===== config.mk =====
export PLATFORM = sky130hd
export DESIGN_NAME = vx_commit_reassembler
export DESIGN_NICKNAME = d
export VERILOG_FILES = /design/src/rtl/vx_commit_reassembler.sv
export SDC_FILE = /design/constraint.sdc
export NUM_CORES = 1
export LEC_CHECK = 0
export CAP_MARGIN = 10
export CORE_AREA = 2 2 140 142
export CTS_BUF_LIST = sky130_fd_sc_hd__clkbuf_4 sky130_fd_sc_hd__clkbuf_8 sky130_fd_sc_hd__clkbuf_16
export CTS_CLUSTER_DIAMETER = 150
export CTS_CLUSTER_SIZE = 8
export DETAILED_ROUTE_END_ITERATION = 12
export DIE_AREA = 0 0 142 144
export HOLD_SLACK_MARGIN = 0.12
export PLACE_DENSITY = 0.75
export SLEW_MARGIN = 20
export SYNTH_ARGS = -nofsm -noshare
export SYNTH_HDL_FRONTEND = slang
export SYNTH_SLANG_ARGS = --single-unit

===== constraint.sdc =====
create_clock -name clk -period 2 [get_ports clk]
set_clock_uncertainty 0.2 [all_clocks]
set_input_delay 0.4 -clock clk [delete_from_list [all_inputs] [get_ports clk]]
set_output_delay 0.4 -clock clk [all_outputs]
set_load 0.005 [all_outputs]

===== src/rtl/vx_commit_reassembler.sv =====
// rtl/vx_commit_reassembler.sv - rebuilds full-warp writeback packets from NUM_LANES-wide commit beats
module vx_commit_reassembler #(
  parameter int NUM_LANES   = 4,
  parameter int NUM_THREADS = 4,
  parameter int XLEN        = 32,
  parameter int NW_BITS     = 2,
  parameter int NR_BITS     = 6,
  parameter int PC_BITS     = 32,
  parameter int UUID_WIDTH  = 1,
  parameter int PID_WIDTH   = ((NUM_THREADS / NUM_LANES) > 1) ? $clog2(NUM_THREADS / NUM_LANES) : 1
) (
  input  logic                          clk,
  input  logic                          reset_n,
  input  logic                          in_valid,
  output logic                          in_ready,
  input  logic [UUID_WIDTH-1:0]         in_uuid,
  input  logic [NW_BITS-1:0]            in_wid,
  input  logic [NUM_LANES-1:0]          in_tmask,
  input  logic [PC_BITS-1:0]            in_pc,
  input  logic [NR_BITS-1:0]            in_rd,
  input  logic                          in_wb,
  input  logic [NUM_LANES*XLEN-1:0]     in_data,
  input  logic [PID_WIDTH-1:0]          in_pid,
  input  logic                          in_sop,
  input  logic                          in_eop,
  output logic                          out_valid,
  input  logic                          out_ready,
  output logic [UUID_WIDTH-1:0]         out_uuid,
  output logic [NW_BITS-1:0]            out_wid,
  output logic [PC_BITS-1:0]            out_pc,
  output logic [NR_BITS-1:0]            out_rd,
  output logic                          out_wb,
  output logic [NUM_THREADS-1:0]        out_tmask,
  output logic [NUM_THREADS*XLEN-1:0]   out_data,
  output logic                          proto_err
);

  localparam int NUM_SLOTS = NUM_THREADS / NUM_LANES;

  localparam logic [1:0] S_IDLE  = 2'd0;
  localparam logic [1:0] S_ACCUM = 2'd1;
  localparam logic [1:0] S_FULL  = 2'd2;

  logic [1:0]                  r_state;
  logic [UUID_WIDTH-1:0]       r_uuid;
  logic [NW_BITS-1:0]          r_wid;
  logic [PC_BITS-1:0]          r_pc;
  logic [NR_BITS-1:0]          r_rd;
  logic                        r_wb;
  logic [NUM_THREADS-1:0]      r_tmask;
  logic [NUM_THREADS*XLEN-1:0] r_data;
  logic                        r_proto_err;

  logic                        w_in_fire;
  logic                        w_out_fire;
  logic                        w_accum;
  logic                        w_wb_eff;
  logic                        w_hdr_load;
  logic                        w_clear;
  logic                        w_write;
  logic                        w_err;
  logic [1:0]                  w_state_nxt;
  logic [NUM_THREADS-1:0]      w_tmask_nxt;
  logic [NUM_THREADS*XLEN-1:0] w_data_nxt;

  // The accumulator doubles as the output register: a beat may only land
  // in FULL when the held packet is being consumed in the same cycle.
  assign in_ready   = (r_state != S_FULL) | out_ready;
  assign w_in_fire  = in_valid & in_ready;
  assign w_out_fire = (r_state == S_FULL) & out_ready;
  assign w_accum    = (r_state == S_ACCUM);
  assign w_wb_eff   = in_sop ? in_wb : r_wb;

  always_comb begin
    w_state_nxt = r_state;
    w_tmask_nxt = r_tmask;
    w_data_nxt  = r_data;
    w_hdr_load  = 1'b0;
    w_clear     = 1'b0;
    w_write     = 1'b0;
    w_err       = 1'b0;

    if (w_out_fire) begin
      w_state_nxt = S_IDLE;
    end

    if (w_in_fire) begin
      if (in_sop) begin
        w_err       = w_accum;
        w_clear     = 1'b1;
        w_hdr_load  = 1'b1;
        w_write     = 1'b1;
        w_state_nxt = in_eop ? S_FULL : S_ACCUM;
      end else if (!w_accum) begin
        w_err       = 1'b1;
      end else if (in_wid != r_wid) begin
        w_err       = 1'b1;
      end else begin
        w_write     = 1'b1;
        if (in_eop) begin
          w_state_nxt = S_FULL;
        end
      end
    end

    if (w_clear) begin
      w_tmask_nxt = '0;
      w_data_nxt  = '0;
    end

    if (w_write) begin
      for (int s = 0; s < NUM_SLOTS; s++) begin
        if (in_pid == PID_WIDTH'(s)) begin
          for (int l = 0; l < NUM_LANES; l++) begin
            w_tmask_nxt[s*NUM_LANES + l] = in_tmask[l];
            w_data_nxt[(s*NUM_LANES + l)*XLEN +: XLEN] =
              (in_tmask[l] && w_wb_eff) ? in_data[l*XLEN +: XLEN] : '0;
          end
        end
      end
    end
  end

  always_ff @(posedge clk or negedge reset_n) begin
    if (!reset_n) begin
      r_state     <= S_IDLE;
      r_uuid      <= '0;
      r_wid       <= '0;
      r_pc        <= '0;
      r_rd        <= '0;
      r_wb        <= 1'b0;
      r_tmask     <= '0;
      r_data      <= '0;
      r_proto_err <= 1'b0;
    end else begin
      r_state     <= w_state_nxt;
      r_tmask     <= w_tmask_nxt;
      r_data      <= w_data_nxt;
      r_proto_err <= w_err;
      if (w_hdr_load) begin
        r_uuid <= in_uuid;
        r_wid  <= in_wid;
        r_pc   <= in_pc;
        r_rd   <= in_rd;
        r_wb   <= in_wb;
      end
    end
  end

  assign out_valid = (r_state == S_FULL);
  assign out_uuid  = r_uuid;
  assign out_wid   = r_wid;
  assign out_pc    = r_pc;
  assign out_rd    = r_rd;
  assign out_wb    = r_wb;
  assign out_tmask = r_tmask;
  assign out_data  = r_data;
  assign proto_err = r_proto_err;

endmodule

==> flow_summary_export.csv <==
group,metric,value,unit
status,violations,"setup timing",
drt,wl,21500,um
floorplanning,coreArea,0.0191,mm2
sta,setup_viol,115,
sta,rsz0062_at_grt,"yes",
sta,worst_slack,-0.0833,ns
finish,antenna_cells,0,
finish,syn2layout_area_growth,82.0,%
synth,synth_area,0.00650,mm2
synth,yosysMostFrequentCell,"dfrtp_1",
drt,drtIter0Drc,169,
status,status,"finished, violations left",
drt,post-route-drc-count,0,
cts,clk_pin_slew,0.07,ns
synth,synth-async-reset-ratio,100,%
grt,grt_max_degree,50,
placed_design,port_buffers,357,
synth,synth-seq-cells,177,
synth,synth_mux_area_share,7.28,%
grt,grt_overflow,0,
pwr,irDropWorstVdd,0.571,mV
cts,insertion_delay,0.42,ns
critical_path,start_kind,"primary input",
floorplanning,rows,51,
drt,antenna_left,0,
cts,cts-root-to-sink-buffers,2,
drt,viasPerCell,4.96,
cts,cts-htree-levels,4,
placed_design,gp_congestion,0.745,
critical_path,critPathCaptureType,"flip-flop",
synth,synth_warnings,0,
drt,via_count,5338,
flow_run,drv_cap,0,
synth,ys_seq_area_share,68.2,%
floorplanning,ioPinCount,358,
synth,synth_top_family_by_area,"compound AO/OA/AOI/OAI gates",
critical_path,worstPathMaxFanout,8,
sta,slew_headroom,70.4,%
critical_path,arrival,2.19,ns
synth,synth-xor-area-share,0.270,%
synth,synthDistinctLibCells,28,
placed_design,hpwl,14500,um
grt,grt_pass1_vias,5413,
cts,clock-sinks,177,
synth,yosysTopAreaCellShare,68.2,%
grt,grt_pass1_wl,30600,um
pwr,power_density,810,mW/mm2
cts,root_buffer,"clkbuf_16",
floorplanning,initial_core_util,34.1,%
synth,synth.avg_cell_area,15.7,um2
critical_path,critPathKind,"primary input to flip-flop",
sta,min_period,2.08,ns
synth,yosys.area.top_type,"dfrtp_1",
drt,firstDrtPassIters,5,
sta,period_share,104,%
floorplanning,die_w,142,um
cts,cts_buffers,17,
sta,worst_slew_pin_slew,0.444,ns
finish,fin_util,62.0,%
pwr,p_leak,5.19,nW
grt,grt.total_usage,19.7,%
sta,maxSlewViolCount,0,
synth,synth_common_cells,"177 x dfrtp_1, 128 x a22o_1, 42 x mux2_2",
synth,synth_ff_type,"dfrtp_1",
drt,wl_per_cell,20.0,um
synth,synth-compound-area-share,19.1,%
synth,synth_enable_flop_cells,0,
min_path,hold_path_class,"primary input to flip-flop",
floorplanning,fp.dieArea,0.0204,mm2
synth,synth-adder-area-share,0,%
sta,final-hold-violation-count,0,
synth,yosys.area_share.simple,1.93,%
sta,fmax,0.480,GHz
finish,drive_gt1_share,18.7,%
floorplanning,die_height,144,um
sta,timing.setup.tns,-5.26,ns
finish,nNetsFinal,1006,
synth,synth_cells,415,
synth,synthTopCellsByArea,"dfrtp_1 68%, a22o_1 17%, mux2_2 7.3%, buf_6 1.6%, buf_2 0.92%",
grt,antenna_found_initial,0,
critical_path,critPathRequiredTime,2.11,ns
synth,synthesis.nets,596,
cts,cts_tree,"done",
-- registers in the layout, summed over array words and instances (netlist names), 2 cells and up --
| name | count |
|---|---|
| out_rd | 6 |
| out_data | 128 |
| out_tmask | 4 |
| r_state | 2 |
| out_pc | 32 |
| out_wid | 2 |
-- logic make-up (layout without fill, tap and decap cells) --
| logic type | count (synthesis) | in the layout |
|---|---|---|
| xor gates and xnor gates | 2 | 2 |
| muxes | 42 | 42 |
| buffers and inverters | 34 | 457 |
| DFF | 177 | 177 |
| and+or+nand+nor | 19 | 19 |
| AOI/OAI and AO/OA | 141 | 141 |
-- report_power, final --
part / total (mW) / internal (mW) / switching (mW)
Clock: 3.24 / 1.69 / 1.55
Combinational: 2.21 / 1.48 / 0.729
Sequential: 4.13 / 3.93 / 0.200
Total: 9.57 / 7.10 / 2.48
-- routing by layer --
| layer | routed length, um | vias to the layer above | global-route usage (%) |
|---|---|---|---|
| met2 | 11000 | 232 | 34.0 |
| li1 | - | 2412 | - |
| met5 | 0 | - | 0 |
| met3 | 1410 | 38 | 6.16 |
| met1 | 8550 | 2656 | 23.4 |
| met4 | 549 | 0 | 6.79 |
-- area by class of cell --
| cell class | instances | area, um2 |
|---|---|---|
| multi-input cells | 204 | 1980 |
| repair buffers | 422 | 4530 |
| flip-flops and latches | 177 | 4430 |
| clock buffers | 18 | 439 |
| inverters | 3 | 11.3 |
| clock inverters | 14 | 136 |
| fillers | 1501 | 7250 |
| well taps | 238 | 298 |
-- through the flow --
step	power (mW)	area (um2)	cells	setup WS [ns]	hold slack, ns
2_1_floorplan	4.74	6510	415	-0.00816	-0.0956
3_3_place_gp	6.09	10600	1011	-0.517	0.156
3_5_place_dp	6.12	10600	1011	-0.554	0.163
4_1_cts	9.63	11600	1067	-0.123	0.271
5_1_grt	10.0	11800	1076	-0.157	0.240
6_report	9.57	11800	1076	-0.0833	0.218
-- layout by cell type, fill, tap and decap left out, types with 4 or more instances in the layout --
cell type and count:
inv_6 5, mux2_2 42, clkbuf_16 21, inv_8 4
buf_16 5, nor4b_4 4, dfrtp_1 177, buf_6 17
buf_4 21, clkdlybuf4s50_1 352, buf_12 14, nand2_1 5
a22o_1 128
-- repair_timing --
item                       4_1_cts  5_1_grt
gates resized for setup         36       15
setup endpoints to repair      133      134
setup buffers                   16        6
pin swaps                       45       47
cloned                           8        5
hold endpoints to repair       160        0
hold buffers                     1        0
-- worst max-delay path: stages --
cell             delay (ns)
clkdlybuf4s50_1        0.47
xor2_2                 0.20
nor2_2                 0.20
a41oi_4                0.16
buf_6                  0.17
buf_12                 0.13
buf_12                 0.12
buf_12                 0.12
a22o_1                 0.22
-- final timing paths --
kind	to	start	slack [ns]	cells after the start
worst min register to register	out_tmask[0]	out_tmask[0]	0.30	1
worst max register to register	out_data[82]	r_state[0]	-0.08	9
worst max-delay path	out_data[24]	in_wid[1]	-0.08	9
max in group asynchronous	out_data[53]	reset_n	0.68	3
worst min-delay path	r_state[1]	out_ready	0.22	4
min in group asynchronous	out_data[7]	reset_n	0.27	2
No activity file was read; power rests on OpenSTA's default activity.
